<file path="src/rtl/gemips_pipe_pkg.sv">
// Shared definitions for the GeMIPS pipeline stall/flush controller.
// Contents: stage index constants, controller state encoding, the
// stall/flush vector pair carried as a packed struct, and the fixed
// vector pairs for each request class.
package gemips_pipe_pkg;

    localparam int unsigned STAGE_N = 6;

    // Bit positions inside the stall/flush vectors
    localparam int unsigned STG_PC  = 0;
    localparam int unsigned STG_IF  = 1;
    localparam int unsigned STG_ID  = 2;
    localparam int unsigned STG_EX  = 3;
    localparam int unsigned STG_MEM = 4;
    localparam int unsigned STG_WB  = 5;

    localparam int unsigned HOLD_W = 4;
    localparam int unsigned WAIT_W = 8;

    typedef logic [STAGE_N-1:0] stage_vec_t;

    typedef enum logic [2:0] {
        ST_IDLE      = 3'd0,
        ST_LOAD_HOLD = 3'd1,
        ST_EXC_FLUSH = 3'd2
    } state_t;

    typedef struct packed {
        stage_vec_t stall;
        stage_vec_t flush;
    } ctrl_vec_t;

    // Vector pairs per winning request, listed highest priority first
    localparam ctrl_vec_t VEC_EXC       = '{stall: 6'b000000, flush: 6'b011110};
    localparam ctrl_vec_t VEC_EXC_FLUSH = '{stall: 6'b000000, flush: 6'b000010};
    localparam ctrl_vec_t VEC_MEM       = '{stall: 6'b011111, flush: 6'b100000};
    localparam ctrl_vec_t VEC_EX        = '{stall: 6'b001111, flush: 6'b010000};
    localparam ctrl_vec_t VEC_LOAD      = '{stall: 6'b000111, flush: 6'b001000};
    localparam ctrl_vec_t VEC_NONE      = '{stall: 6'b000000, flush: 6'b000000};

endpackage

</file>
<file path="src/rtl/sat_counter.sv">
// Saturating up-counter with synchronous clear.
// Ports: clk, clr (sync clear, wins over inc), inc (count enable),
//        cnt (current value, holds at all-ones).
module sat_counter #(
    parameter int unsigned W = 32
) (
    input  logic         clk,
    input  logic         clr,
    input  logic         inc,
    output logic [W-1:0] cnt
);

    // Count up, sticking at all-ones
    always_ff @(posedge clk) begin
        if (clr) begin
            cnt <= '0;
        end else if (inc && (cnt != '1)) begin
            cnt <= cnt + W'(1);
        end
    end

endmodule

</file>
<file path="src/rtl/pipe_stall_ctrl.sv">
// Central stall/flush controller for the 5-stage GeMIPS pipeline.
// Arbitrates exception, MEM data wait, EX multi-cycle busy and ID load-use
// hazard into per-stage hold (stall) and bubble (flush) vectors, and keeps a
// saturating count of cycles in which the PC is held.
// Ports:
//   clk, rst            clock, synchronous active-high reset
//   id_stallreq         load-use hazard in ID
//   ex_stallreq         EX busy (level)
//   mem_req, mem_ack    MEM outstanding access / completion
//   exc_req             exception committed at MEM
//   stall[5:0]          hold enables (combinational)
//   flush[5:0]          bubble inserts (combinational)
//   exc_redirect        registered pulse: load PC with exception vector
//   stall_cnt           registered saturating stall-cycle count
//   mem_timeout         registered pulse on forced MEM release
// Optional: define GEMIPS_MEM_TIMEOUT_EN to bound MEM waits at MEM_TIMEOUT.
module pipe_stall_ctrl
    import gemips_pipe_pkg::*;
#(
    parameter int unsigned LOAD_BUBBLES = 1,
    parameter int unsigned MEM_TIMEOUT  = 255,
    parameter int unsigned CNT_W        = 32
) (
    input  logic                clk,
    input  logic                rst,
    input  logic                id_stallreq,
    input  logic                ex_stallreq,
    input  logic                mem_req,
    input  logic                mem_ack,
    input  logic                exc_req,
    output logic [STAGE_N-1:0]  stall,
    output logic [STAGE_N-1:0]  flush,
    output logic                exc_redirect,
    output logic [CNT_W-1:0]    stall_cnt,
    output logic                mem_timeout
);

    // Elaboration-time parameter range checks
    if (LOAD_BUBBLES < 1 || LOAD_BUBBLES > 15) begin : g_bad_load_bubbles
        $error("LOAD_BUBBLES must be in 1..15");
    end
    if (MEM_TIMEOUT < 1 || MEM_TIMEOUT > 255) begin : g_bad_mem_timeout
        $error("MEM_TIMEOUT must be in 1..255");
    end

    state_t              state;
    state_t              state_next;
    logic [HOLD_W-1:0]   hold_cnt;
    logic [HOLD_W-1:0]   hold_cnt_next;
    ctrl_vec_t           vec;
    logic                raw_wait;
    logic                mem_wait;
    logic                load_req;

    assign raw_wait = mem_req && !mem_ack;

`ifdef GEMIPS_MEM_TIMEOUT_EN
    logic [WAIT_W-1:0] wait_cnt;
    logic              timeout_hit;

    // A wait cycle that reaches the limit is treated as if it were acked
    assign timeout_hit = raw_wait && (wait_cnt == WAIT_W'(MEM_TIMEOUT));
    assign mem_wait    = raw_wait && !timeout_hit;

    // Consecutive-wait counter and the one-cycle release pulse
    always_ff @(posedge clk) begin
        if (rst) begin
            wait_cnt    <= '0;
            mem_timeout <= 1'b0;
        end else begin
            mem_timeout <= timeout_hit;
            if (!raw_wait || timeout_hit) begin
                wait_cnt <= '0;
            end else begin
                wait_cnt <= wait_cnt + WAIT_W'(1);
            end
        end
    end
`else
    assign mem_wait    = raw_wait;
    assign mem_timeout = 1'b0;
`endif

    // State register and registered exception redirect
    always_ff @(posedge clk) begin
        if (rst) begin
            state        <= ST_IDLE;
            hold_cnt     <= '0;
            exc_redirect <= 1'b0;
        end else begin
            state        <= state_next;
            hold_cnt     <= hold_cnt_next;
            exc_redirect <= (state_next == ST_EXC_FLUSH);
        end
    end

    // Priority arbitration and next-state logic
    always_comb begin
        state_next    = state;
        hold_cnt_next = hold_cnt;
        vec           = VEC_NONE;
        load_req      = (state == ST_LOAD_HOLD) || ((state == ST_IDLE) && id_stallreq);

        if (exc_req) begin
            vec           = VEC_EXC;
            state_next    = ST_EXC_FLUSH;
            hold_cnt_next = '0;
        end else if (state == ST_EXC_FLUSH) begin
            // Everything older was just flushed; only the stale IF fetch remains
            vec        = VEC_EXC_FLUSH;
            state_next = ST_IDLE;
        end else if (mem_wait) begin
            vec = VEC_MEM;
        end else if (ex_stallreq) begin
            vec = VEC_EX;
        end else if (load_req) begin
            vec = VEC_LOAD;
            if (state == ST_LOAD_HOLD) begin
                if (hold_cnt == HOLD_W'(1)) begin
                    state_next    = ST_IDLE;
                    hold_cnt_next = '0;
                end else begin
                    hold_cnt_next = hold_cnt - HOLD_W'(1);
                end
            end else if (LOAD_BUBBLES > 1) begin
                // First bubble is this cycle; the rest are counted in LOAD_HOLD
                state_next    = ST_LOAD_HOLD;
                hold_cnt_next = HOLD_W'(LOAD_BUBBLES - 1);
            end
        end
    end

    assign stall = vec.stall;
    assign flush = vec.flush;

    sat_counter #(
        .W (CNT_W)
    ) u_stall_cnt (
        .clk (clk),
        .clr (rst),
        .inc (stall[STG_PC]),
        .cnt (stall_cnt)
    );

endmodule

</file>
<file path="config.mk">
export PLATFORM = sky130hd
export DESIGN_NAME = pipe_stall_ctrl
export DESIGN_NICKNAME = d
export VERILOG_FILES = /design/src/rtl/gemips_pipe_pkg.sv /design/src/rtl/sat_counter.sv /design/src/rtl/pipe_stall_ctrl.sv
export SDC_FILE = /design/constraint.sdc
export NUM_CORES = 1
export LEC_CHECK = 0
export ABC_AREA = 1
export CORE_MARGIN = 2
export CORE_UTILIZATION = 45
export DETAILED_ROUTE_END_ITERATION = 10
export PLACE_DENSITY_LB_ADDON = 0.15
export SYNTH_ARGS = -nofsm -noshare
export SYNTH_HDL_FRONTEND = slang
export SYNTH_SLANG_ARGS = --single-unit
</file>
<file path="constraint.sdc">
create_clock -name clk -period 1.6 [get_ports clk]
set_input_delay 0.24 -clock clk [delete_from_list [all_inputs] [get_ports clk]]
set_output_delay 0.24 -clock clk [all_outputs]
set_load 0.01 [all_outputs]
</file>
==> impl_metrics.csv, run 1 <==
group,metric,value,unit
status,status,"completed",
placed_design,dpl.cell_count,579,
placed_design,port_buffers,49,
drt,drt_iter0_drc,199,
critical_path,end_kind,"register",
drt,wl_per_cell,13.20,microns
drt,drc,0,
timing,final.min_clock_period,1.598,ns
die,dieArea,6293,sq um
synth,ys_warn_count,0,
critical_path,critPathLaunchType,"register",
timing,finalHoldViolations,0,
finish,final_area,3920,sq um
drt,route.antenna.remaining_nets,0,
global_route,grt.total_usage,24.34,%
timing,rsz0062_at_grt,"yes",
finish,diodes,0,
critical_path,critical_path_class,"register to register",
synth,seq_area_frac_synth,31.36,%
die,die_w,79.33,microns
critical_path,crit_path_top_delay_cell,"dfxtp_4",
die,start_util,46.38,%
drt,via_per_inst,5.124,
finish,fin_nets,535,
power,p_per_area,544.7,nW/um^2
critical_path,cp_cell_sequence,"ha_4 -> nand2_4 -> nor2_4 -> nand2_2 -> nor2_4 -> nand2_4 -> nand2_8 -> buf_12 -> nor2_2 -> nor2_1 -> nor2_1",
die,rows,27,
timing,whs,0.4525,ns
worst_hold_path,hp-class,"register to register",
finish,drive_gt1_share,29.28,%
critical_path,reg2reg_slack,0.002,ns
cts,cts.path.max_buffers,2,
synth,netlist_instances,423,
cts,holdBufCountCts,0,
cts,tritoncts,"done",
finish,final-instance-count-excl-fill,598,
cts,clk_pin_slew_worst_paths,0.08,ns
critical_path,crit_fanout,6,
power,total_power,2.135,mW
global_route,grt_max_degree,26,
cts,clock_latency,0.30,ns
power,irDropWorstVdd,0.4803,mV
die,coreArea,5507,sq um
synth,synth_edf_count,0,
timing,finalSetupViolations,0,
placed_design,place.gp.congestion,0.9560,
cts,cts_sinks,40,
critical_path,cp_top_family,"simple AND/OR/NAND/NOR gates",
timing,min_period_over_period,99.89,%
timing,setup_slack,0.001770,ns
synth,ys_ff_latch,40,
job,maxCapViolCount,0,
die,ios,53,
critical_path,worst-path-buf-inv,1,
synth,postSynthAreaPerCell,6.037,sq um
timing,skew,0.01052,ns
global_route,first_global_vias,2709,
critical_path,max_stage_delay,0.36,ns
power,p_leak,1.608,nW
placed_design,hpwl,5595,microns
global_route,grt-ovfl-total,0,
placed_design,placed_area,3420,sq um
drt,routed_wirelength,7895,microns
global_route,antenna_found_initial,0,
drt,drtPass1Iterations,5,
drt,vias,3064,
global_route,grt_pass1_wl,12100,microns
cts,cts_root_buf,"clkbuf_8",
synth,syn-cell-area,2554,sq um
placed_design,post-place-ws,-0.3031,ns
timing,drv_slew,0,
synth,async_reset_ff_share,0,%
critical_path,worstPathArrival,1.79,ns
finish,fillers,471,
synth,synth.distinct_cells,26,
synth,synthFlopType,"dfxtp_1",
finish,syn_to_final_growth,53.50,%
critical_path,worst-endpoint-required,1.79,ns
timing,fmax,625.7,MHz
cts,cts_buffers,5,
cts,cts_max_level,2,
die,die_y,79.33,microns
[cell usage after synthesis (3+ instances only)]
library cell  number  area [sq um]
buf_4             11         82.58
inv_1             37         138.9
nand3_1           19         95.09
nor2_2             4         25.02
nor2_1            82         307.8
xor2_1             9         78.83
nand4_1           10         62.56
xnor2_1            6         52.55
clkbuf_1           3         11.26
a21oi_1           27         135.1
o21ai_1            3         15.01
dfxtp_1           40         800.8
nand2_1          152         570.6
buf_6              3         33.78
ha_1               3         37.54
[metrics by stage]
step | utilization (%) | TNS [ns]
finish | 71.19 | 0
global route | 71.19 | -1.016
CTS | 66.08 | -0.06952
detailed placement | 62.10 | -10.64
global placement | 62.10 | -9.279
floorplan | - | 0
[power breakdown]
group	internal, mW	total (mW)	switching, mW
Sequential	1.00	1.01	0.00728
Combinational	0.139	0.297	0.158
Clock	0.463	0.831	0.368
Total	1.60	2.14	0.533
[per-layer routing]
layer  track usage, %  routed length, microns
met1            29.75                    3405
met2            42.80                    3879
met3            5.455                     500
met4            6.724                     111
met5                0                       0
[worst register-to-register path: cells and delay by family, from the launching register on]
family	cells	cell delay (ns)
adders and majority gates	1	0.14
and+or+nand+nor	9	0.84
DFF	1	0.36
buffers and inverters	1	0.16
[state kept, by name, indices dropped and copies added, names as in the netlist]
register	flops
exc_redirect	1
hold_cnt	4
state	3
u_stall_cnt.cnt	32
[final timing paths]
path | start | end | cells past startpoint
setup / recovery | u_stall_cnt.cnt[0]$_SDFFE_PP0P_ | u_stall_cnt.cnt[18]$_SDFFE_PP0P_ | 11
hold / removal | state[2]$_SDFF_PP0_ | state[2]$_SDFF_PP0_ | 2
setup reg to reg | u_stall_cnt.cnt[0]$_SDFFE_PP0P_ | u_stall_cnt.cnt[18]$_SDFFE_PP0P_ | 11
hold reg to reg | state[2]$_SDFF_PP0_ | state[2]$_SDFF_PP0_ | 2
[kinds of logic (layout without fill, tap and decap cells)]
group | after synthesis | in the layout | synth area share, %
flops | 40 | 40 | 31.36
xor+xnor | 15 | 15 | 5.145
buf+inv | 56 | 157 | 10.83
fa+ha+maj | 3 | 3 | 1.470
simple gates | 275 | 275 | 44.14
compound gates | 33 | 33 | 6.908
other cells | 1 | 3 | 0.1468
[what timing repair did]
item | 4_1_cts | 5_1_grt
pin swaps | 6 | 30
gates resized for setup | 46 | 83
setup endpoints to repair | 35 | 51
cloned | 1 | 2
endpoints found under the hold margin | 0 | 0
buffers inserted | 7 | 2
[layout by cell type, fill, tap and decap left out, types with 8 or more instances in the layout]
cell type and instances:
nand2_1 132, nor2_1 58, a21oi_1 20, nor2_2 18, buf_4 53, inv_1 36
clkdlybuf4s50_1 33, nand4_1 10, dfxtp_2 8, nand3_1 17, xor2_1 9, dfxtp_1 29
nand2_2 20, nor2_4 11
[layout make-up]
cell class	count	area, sq um	share of cell area (%)
tap	72	90.09	2.298
clock buffer	6	72.57	1.851
multi-input combinational	329	1715	43.76
sequential	40	822.0	20.97
timing repair buffer	110	1022	26.08
inverter	39	162.7	4.149
clock inverter	2	35.03	0.8937
No activity file was read; power rests on OpenSTA's default activity.
==> run 2: changes to the inputs <==
- CORE_MARGIN: 2 -> default
- REMOVE_ABC_BUFFERS: default -> 1
==> run 2 against run 1 <==
Wire length is 1.0% higher; critical path depth stayed put; utilization grew 1.1 points; via count decreased by 0.62%; cell count grew 1.2%; sequential share of layout area shrank 0.091 points; critical path type unchanged; global-route usage is 2.0 points higher; clock-buffer cell count grew 1; largest cell class unchanged.
==> impl_metrics.csv, run 2 (synthesis gave the netlist of run 1 again) <==
group,metric,value,unit
timing,finalSetupViolations,0,
critical_path,crit_path_top_delay_cell,"dfxtp_2",
critical_path,path_common_cell,"nor2_1",
die,start_util,46.66,%
critical_path,end_kind,"register",
status,status,"completed",
power,p_switching,548.4,uW
timing,finalHoldViolations,0,
die,die_y,77.33,microns
finish,layout.cells.most_common,"nand2_1",
timing,drv_slew,0,
cts,cts_sinks,40,
cts,holdBufCountCts,0,
cts,cts_buffers,5,
critical_path,crit_fanout,6,
global_route,grt_max_degree,26,
critical_path,worstPathArrival,1.79,ns
critical_path,reg2reg_slack,0.01,ns
timing,setup_slack,0.009946,ns
timing,setup_tns,0,ns
global_route,antenna_found_initial,0,
critical_path,worst-endpoint-required,1.80,ns
power,p_sw_share,26.85,%
finish,syn_to_final_growth,54.87,%
drt,via_per_inst,5.033,
critical_path,worst-path-buf-inv,1,
finish,fin_nets,542,
finish,diodes,0,
cts,cts.path.max_buffers,2,
global_route,grt_pass1_wl,12480,microns
die,dieArea,5980,sq um
die,coreArea,5473,sq um
cts,tritoncts,"done",
power,p_leak,1.771,nW
power,cellInternalPower,1.494,mW
critical_path,cp_cell_sequence,"ha_4 -> nand2_4 -> nor2_4 -> nand2_2 -> nor2_4 -> nand2_4 -> nand2_8 -> buf_12 -> nor2_1 -> nor2_1 -> nor2_1",
cts,clk_pin_slew_worst_paths,0.08,ns
power,power_frac_clock,35.6,%
finish,drive_gt1_share,30.58,%
timing,skew,0.006642,ns
global_route,first_global_vias,2736,
drt,drc,0,
finish,final_area,3955,sq um
worst_hold_path,hp-class,"register to register",
power,irDropWorstVdd,0.4454,mV
placed_design,placed_area,3450,sq um
finish,largest_reg_flops,32,
placed_design,port_buffers,49,
drt,drtPass1Iterations,4,
drt,route.antenna.remaining_nets,0,
critical_path,max_stage_delay,0.36,ns
cts,cts_root_buf,"clkbuf_8",
timing,final.min_clock_period,1.590,ns
drt,routed_wirelength,7977,microns
global_route,grt.total_usage,26.29,%
cts,cts_max_level,2,
cts,clock_latency,0.30,ns
power,combinationalPowerShare,15.0,%
job,maxCapViolCount,0,
finish,top_regs,"u_stall_cnt.cnt: 32 flops, hold_cnt: 4 flops, state: 3 flops",
critical_path,cp_top_family,"simple AND/OR/NAND/NOR gates",
timing,fmax,628.9,MHz
drt,drt_iter0_drc,189,
die,rows,27,
power,p_seq_share,49.4,%
critical_path,critical_path_class,"register to register",
finish,final_cell_mix,"nand2_1, nor2_1, buf_4, inv_1, clkdlybuf4s50_1",
timing,min_period_over_period,99.38,%
timing,rsz0062_at_grt,"yes",
placed_design,post-place-ws,-0.3449,ns
power,p_per_area,516.4,nW/um^2
die,die_w,77.33,microns
drt,wl_per_cell,13.19,microns
placed_design,hpwl,5435,microns
global_route,grt-ovfl-total,0,
finish,largest-register,"u_stall_cnt.cnt",
critical_path,critPathLaunchType,"register",
drt,vias,3045,
placed_design,place.gp.congestion,0.9077,
die,ios,53,
## run 2: cell count changes in the layout (fill, tap and decap cells not counted), moves of 6 or more
cell / change
buf_4: +8
clkdlybuf4s50_1: -7
nand2_2: -9
dfxtp_2: +6
dlymetal6s2s_1: +7
## run 2: metrics by stage
stage / std cells / hold WS [ns] / util, % / power (mW)
final: 605 / 0.4724 / 72.27 / 2.042
after global placement: 587 / 0.4461 / 63.03 / 1.257
after detailed placement: 587 / 0.4544 / 63.03 / 1.258
after global routing: 605 / 0.5108 / 72.27 / 2.129
after CTS: 604 / 0.4643 / 67.01 / 2.015
after floorplan: 408 / 0.3091 / - / 1.122
## run 2: what timing repair did
action                     CTS  global route
setup buffers                8             1
setup endpoints to repair   45            61
pin swaps                    5            31
cloned                       1             2
resized for setup           51            91
## run 2: final cells by class
type,count,area [sq um]
Multi-Input combinational cell,329,1709
Fill cell,477,1518
Timing Repair Buffer,117,1077
Sequential cell,40,825.8
Inverter,39,158.9
Tap cell,72,90.09
Clock buffer,7,86.33
Clock inverter,1,7.507
## run 2: layer usage
layer	share of wire, %	vias to the layer above	GRT usage (%)	routed length [microns]
met2	48	105	42.92	3801
met3	6.4	15	4.824	512
met5	0	-	0	0
li1	-	1522	-	-
met4	1.8	0	10.00	143
met1	44	1403	34.23	3519
## run 2: final timing paths
path | end | cells past startpoint | start
setup reg to reg | u_stall_cnt.cnt[20]$_SDFFE_PP0P_ | 11 | u_stall_cnt.cnt[1]$_SDFFE_PP0P_
hold reg to reg | state[0]$_SDFF_PP0_ | 2 | state[0]$_SDFF_PP0_
setup / recovery | u_stall_cnt.cnt[20]$_SDFFE_PP0P_ | 11 | u_stall_cnt.cnt[1]$_SDFFE_PP0P_
hold / removal | state[0]$_SDFF_PP0_ | 2 | state[0]$_SDFF_PP0_
## run 2: power by group through the flow
stage	Clock, mW	Combinational (mW)	Sequential [mW]
detailed placement	0	0.228	1.03
CTS	0.749	0.259	1.01
finish	0.728	0.307	1.01
global route	0.792	0.327	1.01
global placement	0	0.227	1.03
floorplan	0	0.0850	1.04
## run 2: worst min-delay path, cell delays in order (launching register included)
cell	delay, ns
dfxtp_2	0.35
nand2_1	0.06
nor2_1	0.03
